File: src/rtl/ctrl_pkg.sv
// Shared types and encodings for the multicycle MIPS-subset control unit.
package ctrl_pkg;

    typedef enum logic [3:0] {
        S_FETCH  = 4'd0,
        S_DECODE = 4'd1,
        S_MEMADR = 4'd2,
        S_MEMRD  = 4'd3,
        S_MEMWB  = 4'd4,
        S_MEMWR  = 4'd5,
        S_EXEC   = 4'd6,
        S_RWB    = 4'd7,
        S_BRANCH = 4'd8,
        S_JUMP   = 4'd9,
        S_ADDIEX = 4'd10,
        S_ADDIWB = 4'd11
    } state_e;

    localparam logic [5:0] OP_RTYPE = 6'b000000;
    localparam logic [5:0] OP_LW    = 6'b100011;
    localparam logic [5:0] OP_SW    = 6'b101011;
    localparam logic [5:0] OP_BEQ   = 6'b000100;
    localparam logic [5:0] OP_J     = 6'b000010;
    localparam logic [5:0] OP_ADDI  = 6'b001000;

    localparam logic [1:0] ALUOP_ADD   = 2'b00;
    localparam logic [1:0] ALUOP_SUB   = 2'b01;
    localparam logic [1:0] ALUOP_FUNCT = 2'b10;

    localparam logic [1:0] SRCB_REG    = 2'b00;
    localparam logic [1:0] SRCB_FOUR   = 2'b01;
    localparam logic [1:0] SRCB_IMM    = 2'b10;
    localparam logic [1:0] SRCB_IMM_SH = 2'b11;

    localparam logic [1:0] PCSRC_ALU    = 2'b00;
    localparam logic [1:0] PCSRC_ALUOUT = 2'b01;
    localparam logic [1:0] PCSRC_JUMP   = 2'b10;

    typedef struct packed {
        logic       pc_write;
        logic       pc_write_cond;
        logic       ior_d;
        logic       mem_read;
        logic       mem_write;
        logic       ir_write;
        logic       mem_to_reg;
        logic       reg_dst;
        logic       reg_write;
        logic       alu_src_a;
        logic [1:0] alu_src_b;
        logic [1:0] alu_op;
        logic [1:0] pc_source;
        logic       instr_done;
    } ctrl_t;

    // DECODE successor; S_FETCH doubles as the "unsupported opcode" answer.
    function automatic state_e decode_next(input logic [5:0] opcode, input logic en_addi);
        state_e nxt;
        nxt = S_FETCH;
        case (opcode)
            OP_LW, OP_SW: nxt = S_MEMADR;
            OP_RTYPE:     nxt = S_EXEC;
            OP_BEQ:       nxt = S_BRANCH;
            OP_J:         nxt = S_JUMP;
            OP_ADDI:      nxt = en_addi ? S_ADDIEX : S_FETCH;
            default:      nxt = S_FETCH;
        endcase
        return nxt;
    endfunction

endpackage

File: src/rtl/mc_out_decode.sv
// Moore output map: state (plus the memory handshake) to the datapath strobe bundle.
module mc_out_decode
    import ctrl_pkg::*;
(
    input  logic [3:0] state,
    input  logic       mem_ready,
    output ctrl_t      ctrl
);

    always_comb begin
        ctrl = '0;
        case (state)
            S_FETCH: begin
                ctrl.mem_read  = 1'b1;
                ctrl.alu_src_b = SRCB_FOUR;
                ctrl.ir_write  = mem_ready;
                ctrl.pc_write  = mem_ready;
            end
            S_DECODE: ctrl.alu_src_b = SRCB_IMM_SH;
            S_MEMADR, S_ADDIEX: begin
                ctrl.alu_src_a = 1'b1;
                ctrl.alu_src_b = SRCB_IMM;
            end
            S_MEMRD: begin
                ctrl.mem_read = 1'b1;
                ctrl.ior_d    = 1'b1;
            end
            S_MEMWB: begin
                ctrl.reg_write  = 1'b1;
                ctrl.mem_to_reg = 1'b1;
                ctrl.instr_done = 1'b1;
            end
            // A store retires only in the cycle memory accepts it.
            S_MEMWR: begin
                ctrl.mem_write  = 1'b1;
                ctrl.ior_d      = 1'b1;
                ctrl.instr_done = mem_ready;
            end
            S_EXEC: begin
                ctrl.alu_src_a = 1'b1;
                ctrl.alu_op    = ALUOP_FUNCT;
            end
            S_RWB: begin
                ctrl.reg_write  = 1'b1;
                ctrl.reg_dst    = 1'b1;
                ctrl.instr_done = 1'b1;
            end
            S_BRANCH: begin
                ctrl.alu_src_a     = 1'b1;
                ctrl.alu_op        = ALUOP_SUB;
                ctrl.pc_write_cond = 1'b1;
                ctrl.pc_source     = PCSRC_ALUOUT;
                ctrl.instr_done    = 1'b1;
            end
            S_JUMP: begin
                ctrl.pc_write   = 1'b1;
                ctrl.pc_source  = PCSRC_JUMP;
                ctrl.instr_done = 1'b1;
            end
            S_ADDIWB: begin
                ctrl.reg_write  = 1'b1;
                ctrl.instr_done = 1'b1;
            end
            default: ctrl = '0;
        endcase
    end

endmodule

File: src/rtl/multicycle_controller.sv
// Multicycle control FSM: state register, captured opcode, retired counter and reset gating.
module multicycle_controller
    import ctrl_pkg::*;
#(
    parameter int OP_W    = 6,
    parameter bit EN_ADDI = 1'b1,
    parameter int CNT_W   = 32
) (
    input  logic             clk,
    input  logic             rst_n,
    input  logic [OP_W-1:0]  op,
    input  logic             mem_ready,
    output logic             PCWrite,
    output logic             PCWriteCond,
    output logic             IorD,
    output logic             MemRead,
    output logic             MemWrite,
    output logic             IRWrite,
    output logic             MemtoReg,
    output logic             RegDst,
    output logic             RegWrite,
    output logic             ALUSrcA,
    output logic [1:0]       ALUSrcB,
    output logic [1:0]       ALUOp,
    output logic [1:0]       PCSource,
    output logic [3:0]       state_o,
    output logic             illegal,
    output logic             instr_done,
    output logic [CNT_W-1:0] retired
);

    logic [3:0]       state_q, state_d;
    logic [OP_W-1:0]  op_q, op_d;
    logic [CNT_W-1:0] retired_q, retired_d;
    logic [5:0]       op_cur, op_held;
    logic             illegal_raw;
    ctrl_t            ctrl;

    assign op_cur  = 6'(op);
    assign op_held = 6'(op_q);

    always_comb begin
        state_d = S_FETCH;
        op_d    = op_q;
        case (state_q)
            S_FETCH:  state_d = mem_ready ? S_DECODE : S_FETCH;
            S_DECODE: begin
                state_d = decode_next(op_cur, EN_ADDI);
                op_d    = op;
            end
            S_MEMADR: state_d = (op_held == OP_LW) ? S_MEMRD : S_MEMWR;
            S_MEMRD:  state_d = mem_ready ? S_MEMWB : S_MEMRD;
            S_MEMWR:  state_d = mem_ready ? S_FETCH : S_MEMWR;
            S_EXEC:   state_d = S_RWB;
            S_ADDIEX: state_d = S_ADDIWB;
            default:  state_d = S_FETCH;
        endcase
    end

    always_comb begin
        illegal_raw = (state_q == S_DECODE) && (decode_next(op_cur, EN_ADDI) == S_FETCH);
        retired_d   = retired_q + CNT_W'(ctrl.instr_done);
    end

    always_ff @(posedge clk or negedge rst_n) begin
        if (!rst_n) begin
            state_q   <= S_FETCH;
            op_q      <= '0;
            retired_q <= '0;
        end else begin
            state_q   <= state_d;
            op_q      <= op_d;
            retired_q <= retired_d;
        end
    end

    mc_out_decode u_out_decode (
        .state     (state_q),
        .mem_ready (mem_ready),
        .ctrl      (ctrl)
    );

    // Side-effecting strobes are masked by reset so an aborted instruction writes nothing.
    assign PCWrite     = ctrl.pc_write      & rst_n;
    assign PCWriteCond = ctrl.pc_write_cond & rst_n;
    assign IRWrite     = ctrl.ir_write      & rst_n;
    assign RegWrite    = ctrl.reg_write     & rst_n;
    assign MemWrite    = ctrl.mem_write     & rst_n;
    assign MemRead     = ctrl.mem_read      & rst_n;
    assign illegal     = illegal_raw        & rst_n;
    assign instr_done  = ctrl.instr_done    & rst_n;
    assign IorD        = ctrl.ior_d;
    assign MemtoReg    = ctrl.mem_to_reg;
    assign RegDst      = ctrl.reg_dst;
    assign ALUSrcA     = ctrl.alu_src_a;
    assign ALUSrcB     = ctrl.alu_src_b;
    assign ALUOp       = ctrl.alu_op;
    assign PCSource    = ctrl.pc_source;
    assign state_o     = state_q;
    assign retired     = retired_q;

endmodule
File: config.mk
export PLATFORM = sky130hd
export DESIGN_NAME = multicycle_controller
export DESIGN_NICKNAME = d
export VERILOG_FILES = /design/src/rtl/ctrl_pkg.sv /design/src/rtl/mc_out_decode.sv /design/src/rtl/multicycle_controller.sv
export SDC_FILE = /design/constraint.sdc
export NUM_CORES = 1
export LEC_CHECK = 0
export CORE_UTILIZATION = 44
export DETAILED_ROUTE_END_ITERATION = 16
export GPL_ROUTABILITY_DRIVEN = 0
export HOLD_SLACK_MARGIN = 0.06
export PLACE_DENSITY_LB_ADDON = 0.05
export SETUP_SLACK_MARGIN = 0.05
export SLEW_MARGIN = 20
export SYNTH_ARGS = -nofsm -noshare
export SYNTH_HDL_FRONTEND = slang
export SYNTH_HIERARCHICAL = 1
export SYNTH_SLANG_ARGS = --single-unit
File: constraint.sdc
create_clock -name clk -period 2.5 [get_ports clk]
set_clock_uncertainty 0.05 [all_clocks]
set_input_delay 0.5 -clock clk [delete_from_list [all_inputs] [get_ports clk]]
set_output_delay 0.5 -clock clk [all_outputs]
set_load 0.02 [all_outputs]
==> results.cfg, run 1 <==
[placement]
place_ws_ns = -0.374
io_buffers = 62
post-dp-hpwl_mm = 3.83
post-place-cells = 383

[power_and_ir_drop]
total_power_w = 0.00174
power.leakage_nw = 1.57
irDropWorstVdd_mv = 0.319
p_per_area_nw_per_um2 = 516

[worst_setup_path]
end_kind = primary output
critical_path.top_delay_family = buffers and inverters
path_cells = clkdlybuf4s50_1 -> or3_4 -> a211oi_4 -> nor3_1 -> clkbuf_2
worstPathRequired_ns = 1.95
crit_fanout = 4
slowest_delay_ns = 0.46
path_class = primary input to primary output
r2r-start = state_o[0]$_DFF_PN0_
r2r_end = retired[26]$_DFF_PN0_
r2r_setup_slack_ns = 0.17
arrival_ns = 1.86
crit_slowest_cell = clkdlybuf4s50_1
worst-path-buf-inv = 2
r2r_cells = 10
critPathLaunchType = primary input

[worst_hold_path]
hp-class = primary input to asynchronous set/reset pin

[timing]
setup_viol = 0
max_freq_mhz = 415
min_period_ns = 2.41
rsz0062_at_grt = yes
max-slew-margin-rel_pct = 64.6
finalCritPeriodShare_pct = 96.5
maxSlewViolCount = 0
tns_ns = 0
fin_ws_ns = 0.0882
tightest_slew_ns = 0.531
hold_viol = 0

[layout]
syn_to_final_growth_pct = 45.4
finalNetCount = 336
drive_above_1_share_pct = 19.7
final_cells = 395
antenna_cells = 0

[die]
core-area_um2 = 5070
die-area_um2 = 5560
ios = 63
dieHeight_um = 74.6
fp-row-count = 26
start_util_pct = 45.7
die_w_um = 74.6

[logic_synthesis]
ys_ff_latch = 42
synth_top_family_by_area = simple AND/OR/NAND/NOR gates
ys.flop_type = dfrtp_1
synth_cell_type_count = 40
synthMuxAreaShare_pct = 0
async_reset_ff_share_pct = 100
postSynthCellCount = 233
synth_adder_area_share_pct = 1.08
synth_nets = 244
synth_area_um2 = 2320
synth_edf_count = 0
synth_compound_area_share_pct = 6.58
yosys.area_share.simple_pct = 30.8
syn_avg_cell_area_um2 = 9.95
synthXorXnorAreaFrac_pct = 12.5
yosys_warnings = 6
yosysSeqAreaShare_pct = 45.3

[global_route]
grt_pass1_vias = 1831
grt_pass1_wl_mm = 8.84
grt_start_max_net_pins = 18
grt_usage_pct = 21.0
overflow = 0
antenna_found_initial = 0

[clock_tree]
cts_buffers = 5
clock_path_buffers = 2
tritoncts = built
clk_latency_ns = 0.29
cts.htree.levels = 2
root_buffer = clkbuf_8
clk_pin_slew_worst_paths_ns = 0.07
cts.sinks = 42

[outcome]
status = finished, final reports clean

[drt]
drtIter0Drc = 55
routed_via_density = 5.14
drc = 0
ant_nets = 0
vias = 2031
wire_per_inst_um = 13.5
firstDrtPassIters = 6
wirelength_mm = 5.35

[run]
cap_viol_max_count = 0
## cells in the final DEF (no fill, tap or decap), types with 2 or more instances in the layout
master	n
clkbuf_1	2
nand2_1	27
xnor2_1	27
nand3b_1	3
nor3_1	7
dfrtp_1	39
nand3_2	3
buf_2	2
nand3_1	9
dfrtp_2	3
a211oi_1	2
dlymetal6s2s_1	6
clkbuf_8	5
nor2_1	9
ha_4	2
inv_1	3
and3_1	9
nor4bb_1	3
buf_4	33
xor2_1	5
nand4b_1	3
a21oi_1	5
nand2b_1	6
or3b_1	2
nor4_4	2
o21ai_0	6
nand4_1	12
nor3b_1	3
and2_1	12
clkdlybuf4s50_1	45
dlygate4sd2_1	7
or3_1	2
## final cells by class
| cell class | count | area, um2 |
|---|---|---|
| Clock buffer | 7 | 76.3 |
| Fill cell | 437 | 1700 |
| Inverter | 3 | 11.3 |
| Multi-Input combinational cell | 176 | 1250 |
| Sequential cell | 42 | 1050 |
| Tap cell | 70 | 87.6 |
| Timing Repair Buffer | 97 | 892 |
## worst register-to-register path: stages (launching register included)
cell      delay [ns]
dfrtp_1         0.41
nor4bb_1        0.15
nor4bb_1        0.27
buf_4           0.18
ha_4            0.14
ha_4            0.13
nand4_1         0.18
nor4_4          0.24
buf_6           0.17
nand4b_1        0.13
xnor2_1         0.16
## per-layer routing
metal / vias up / track usage, % / routed length, um
met1: 981 / 28.9 / 2520
met4: 0 / 7.13 / 67
met5: - / 0 / 0
met3: 7 / 3.66 / 190
met2: 42 / 33.5 / 2580
li1: 1001 / - / -
## synthesized netlist by cell type, drive strengths merged, types with 4 or more instances
master	instances	area share (%)
xor2	5	1.9
nand2	27	4.4
o21ai	7	1.7
nor2	9	1.5
dfrtp	42	45
nand2b	7	2.2
nand4	12	3.2
xnor2	28	11
and2	12	3.2
buf	9	2.8
nor3	8	1.7
a21oi	5	1.1
a211oi	4	1.5
nand3	12	2.6
and3	9	2.4
## power breakdown
group          switching [W]  internal (W)
Clock               0.000211      0.000192
Combinational       0.000245      0.000239
Sequential         0.0000937      0.000758
Total               0.000550       0.00119
## registers in the layout (all words and copies together), names as in the netlist
register / cells
op_held: 6
state_o: 4
retired: 32
## metrics by stage
| stage | hold WS, ns | area [um2] | util [%] |
|---|---|---|---|
| 4_1_cts | 0.272 | 3330 | 65.7 |
| 3_5_place_dp | 0.420 | 3200 | 63.0 |
| 3_3_place_gp | 0.402 | 3200 | 63.0 |
| 5_1_grt | 0.297 | 3370 | 66.4 |
| 6_report | 0.267 | 3370 | 66.4 |
| 2_1_floorplan | 0.154 | 2340 | - |
## worst max-delay path by stage
stage,startpoint,end,slack (ns),cells after the start
after detailed placement,mem_ready,retired[26]$_DFF_PN0_,-0.37,11
final,op[0],illegal,0.09,5
after floorplan,state_o[2]$_DFF_PN0_,retired[28]$_DFF_PN0_,0.04,9
after global placement,op[0],illegal,-0.39,5
after global routing,state_o[0]$_DFF_PN0_,retired[26]$_DFF_PN0_,0.02,10
after CTS,op[0],illegal,-0.07,5
## repair_timing
action	in CTS	in global routing
hold buffers	0	0
setup buffers	3	1
endpoints found under the setup margin	30	18
resized for setup	25	12
pin swaps	6	4
cloned	1	0
## kinds of logic after synthesis
kind of cell             after synthesis
AO/OA/AOI/OAI                         22
XOR/XNOR                              33
adder cells (fa/ha/maj)                2
buffers and inverters                 15
flip-flops                            42
AND/OR/NAND/NOR                      119
Power figures use the tool's default switching activity.
==> inputs of run 2 (changes only) <==
--- a/config.mk
+++ b/config.mk
@@ -5,11 +5,13 @@
 export SDC_FILE = /design/constraint.sdc
 export NUM_CORES = 1
 export LEC_CHECK = 0
+export CORE_ASPECT_RATIO = 0.5
 export CORE_UTILIZATION = 44
 export DETAILED_ROUTE_END_ITERATION = 16
 export GPL_ROUTABILITY_DRIVEN = 0
 export HOLD_SLACK_MARGIN = 0.06
-export PLACE_DENSITY_LB_ADDON = 0.05
+export PLACE_DENSITY = 0.77
+export REMOVE_ABC_BUFFERS = 1
 export SETUP_SLACK_MARGIN = 0.05
 export SLEW_MARGIN = 20
 export SYNTH_ARGS = -nofsm -noshare
==> run 2 against run 1 <==
Global-route usage down 1.2 points. Clock-buffer cell count down 2. Clock power up 35%. Sequential power down 0.9%. Die area up 0.32%. Worst hold slack better by 0.0084 ns. Register-to-register slack worse by 0.07 ns. Worst setup slack better by 0.0090 ns. Critical endpoint is now retired[20]$_DFF_PN0_. Largest cell class unchanged. Largest power group unchanged.
==> results.cfg, run 2 (same netlist as run 1, synthesis figures left out) <==
[drt]
wire_per_inst_um = 14.0
wirelength_mm = 5.47
ant_nets = 0
drtIter0Drc = 59
routed_via_density = 5.17
firstDrtPassIters = 4
drc = 0
vias = 2023

[power_and_ir_drop]
p_sw_w = 0.000578
total_power_w = 0.00187
p_per_area_nw_per_um2 = 550
p_sw_share_pct = 30.9
clock_power_share_pct = 29.0
power.leakage_nw = 1.59
seqPwrFrac_pct = 45.1
p_comb_share_pct = 25.9
p_int_w = 0.00129
irDropWorstVdd_mv = 0.355

[timing]
hold_viol = 0
setup_viol = 0
maxSlewViolCount = 0
max-slew-margin-rel_pct = 57.3
fin_ws_ns = 0.0972
tightest_slew_ns = 0.625
rsz0062_at_grt = yes
min_period_ns = 2.40
finalCritPeriodShare_pct = 96.1
tns_ns = 0
max_freq_mhz = 416

[worst_setup_path]
r2r_end = retired[20]$_DFF_PN0_
path_cells = nand2b_1 -> nor4bb_2 -> buf_4 -> ha_4 -> ha_4 -> nand4_1 -> nor4_4 -> buf_4 -> nand3_2 -> xnor2_1
arrival_ns = 2.53
r2r_cells = 10
r2r_setup_slack_ns = 0.1
worst-path-buf-inv = 2
r2r-start = state_o[1]$_DFF_PN0_
worstPathRequired_ns = 2.63
path_class = flip-flop to flip-flop
crit_fanout = 9
crit_slowest_cell = dfrtp_2
end_kind = flip-flop
slowest_delay_ns = 0.49
critPathLaunchType = flip-flop
critical_path.top_delay_family = simple AND/OR/NAND/NOR gates

[clock_tree]
cts.htree.levels = 2
cts_buffers = 5
tritoncts = built
clock_path_buffers = 2
root_buffer = clkbuf_8
clk_latency_ns = 0.30
clk_pin_slew_worst_paths_ns = 0.09
cts.sinks = 42

[die]
ios = 63
die_w_um = 105
start_util_pct = 46.4
dieHeight_um = 53.3
core-area_um2 = 5000
die-area_um2 = 5580
fp-row-count = 18

[placement]
placed_area_um2 = 3130
post-place-cells = 378
place_ws_ns = -0.370
io_buffers = 62
post-dp-hpwl_mm = 3.92

[layout]
nFillCells = 389
largest_reg_flops = 32
layout_common_cells = clkdlybuf4s50_1, dfrtp_1, buf_4, xnor2_1, nand2_1
final_area_um2 = 3400
antenna_cells = 0
final_cells = 391
seqCellArea_um2 = 1050
syn_to_final_growth_pct = 46.7
drive_above_1_share_pct = 20.2
finalNetCount = 331
multi_input_area_um2 = 1300
mostFrequentLayoutCell = clkdlybuf4s50_1

[global_route]
grt_start_max_net_pins = 17
grt_usage_pct = 19.8
antenna_found_initial = 0
grt_pass1_vias = 1900
grt_pass1_wl_mm = 8.54
overflow = 0

[outcome]
status = finished, final reports clean

[worst_hold_path]
hp-class = primary input to asynchronous set/reset pin

[run]
cap_viol_max_count = 0
run 2: changes by cell type in the layout (fill, tap and decap cells not counted), sizes merged:
cell	previous run	this run
clkdlybuf4s15	1	0
clkbuf	8	6
clkdlybuf4s50	45	42
bufinv	0	1
clkinv	0	1
dlymetal6s2s	6	4
buf	37	32
dlygate4sd2	7	13
inv	3	4
run 2: worst register-to-register path, delay by kind of cell, from the launching register on:
| kind | cells | cell delay (ns) |
|---|---|---|
| and+or+nand+nor | 5 | 0.95 |
| adders and majority gates | 2 | 0.25 |
| buffers and inverters | 2 | 0.39 |
| DFF | 1 | 0.49 |
| xor gates and xnor gates | 1 | 0.15 |
run 2: worst max-delay path by stage:
stage / startpoint / end / slack [ns] / depth (start not counted)
4_1_cts: op[0] / illegal / -0.002 / 5
3_5_place_dp: mem_ready / retired[24]$_DFF_PN0_ / -0.37 / 10
3_3_place_gp: op[1] / illegal / -0.32 / 5
2_1_floorplan: state_o[2]$_DFF_PN0_ / PCWriteCond / -0.21 / 3
5_1_grt: state_o[2]$_DFF_PN0_ / retired[20]$_DFF_PN0_ / -0.04 / 10
6_report: state_o[1]$_DFF_PN0_ / retired[20]$_DFF_PN0_ / 0.1 / 10
run 2: what timing repair did:
item / 4_1_cts / 5_1_grt
pin swaps: 6 / 11
setup buffers: 5 / 0
resized for setup: 31 / 20
hold buffers: 0 / 0
gates cloned: 1 / 0
setup endpoints to repair: 24 / 20
run 2: final cells by class:
| class | count | area share [%] |
|---|---|---|
| timing repair buffer | 92 | 24.6 |
| clock buffer | 5 | 2.02 |
| tap | 70 | 2.57 |
| sequential | 42 | 30.9 |
| inverter | 3 | 0.331 |
| clock inverter | 3 | 1.29 |
| multi-input combinational | 176 | 38.3 |
run 2: metrics by stage:
step	utilization, %	hold slack (ns)
global placement	62.7	0.407
floorplan	-	0.154
detailed placement	62.7	0.405
CTS	66.5	0.291
global route	68.0	0.287
finish	68.0	0.276
run 2: layer usage:
| layer | GRT usage [%] | vias to the layer above | routed length [um] |
|---|---|---|---|
| li1 | - | 989 | - |
| met1 | 23.7 | 979 | 2500 |
| met2 | 37.2 | 47 | 2740 |
| met3 | 3.69 | 8 | 171 |
| met4 | 6.34 | 0 | 64 |
| met5 | 0 | - | 0 |
run 2: power by group through the flow:
stage                     logic, W  clock network, W  registers (W)
final                     0.000484          0.000543       0.000844
after CTS                 0.000481          0.000555       0.000843
after global placement    0.000464                 0       0.000846
after global routing      0.000525          0.000583       0.000855
after floorplan           0.000187                 0       0.000897
after detailed placement  0.000474                 0       0.000849
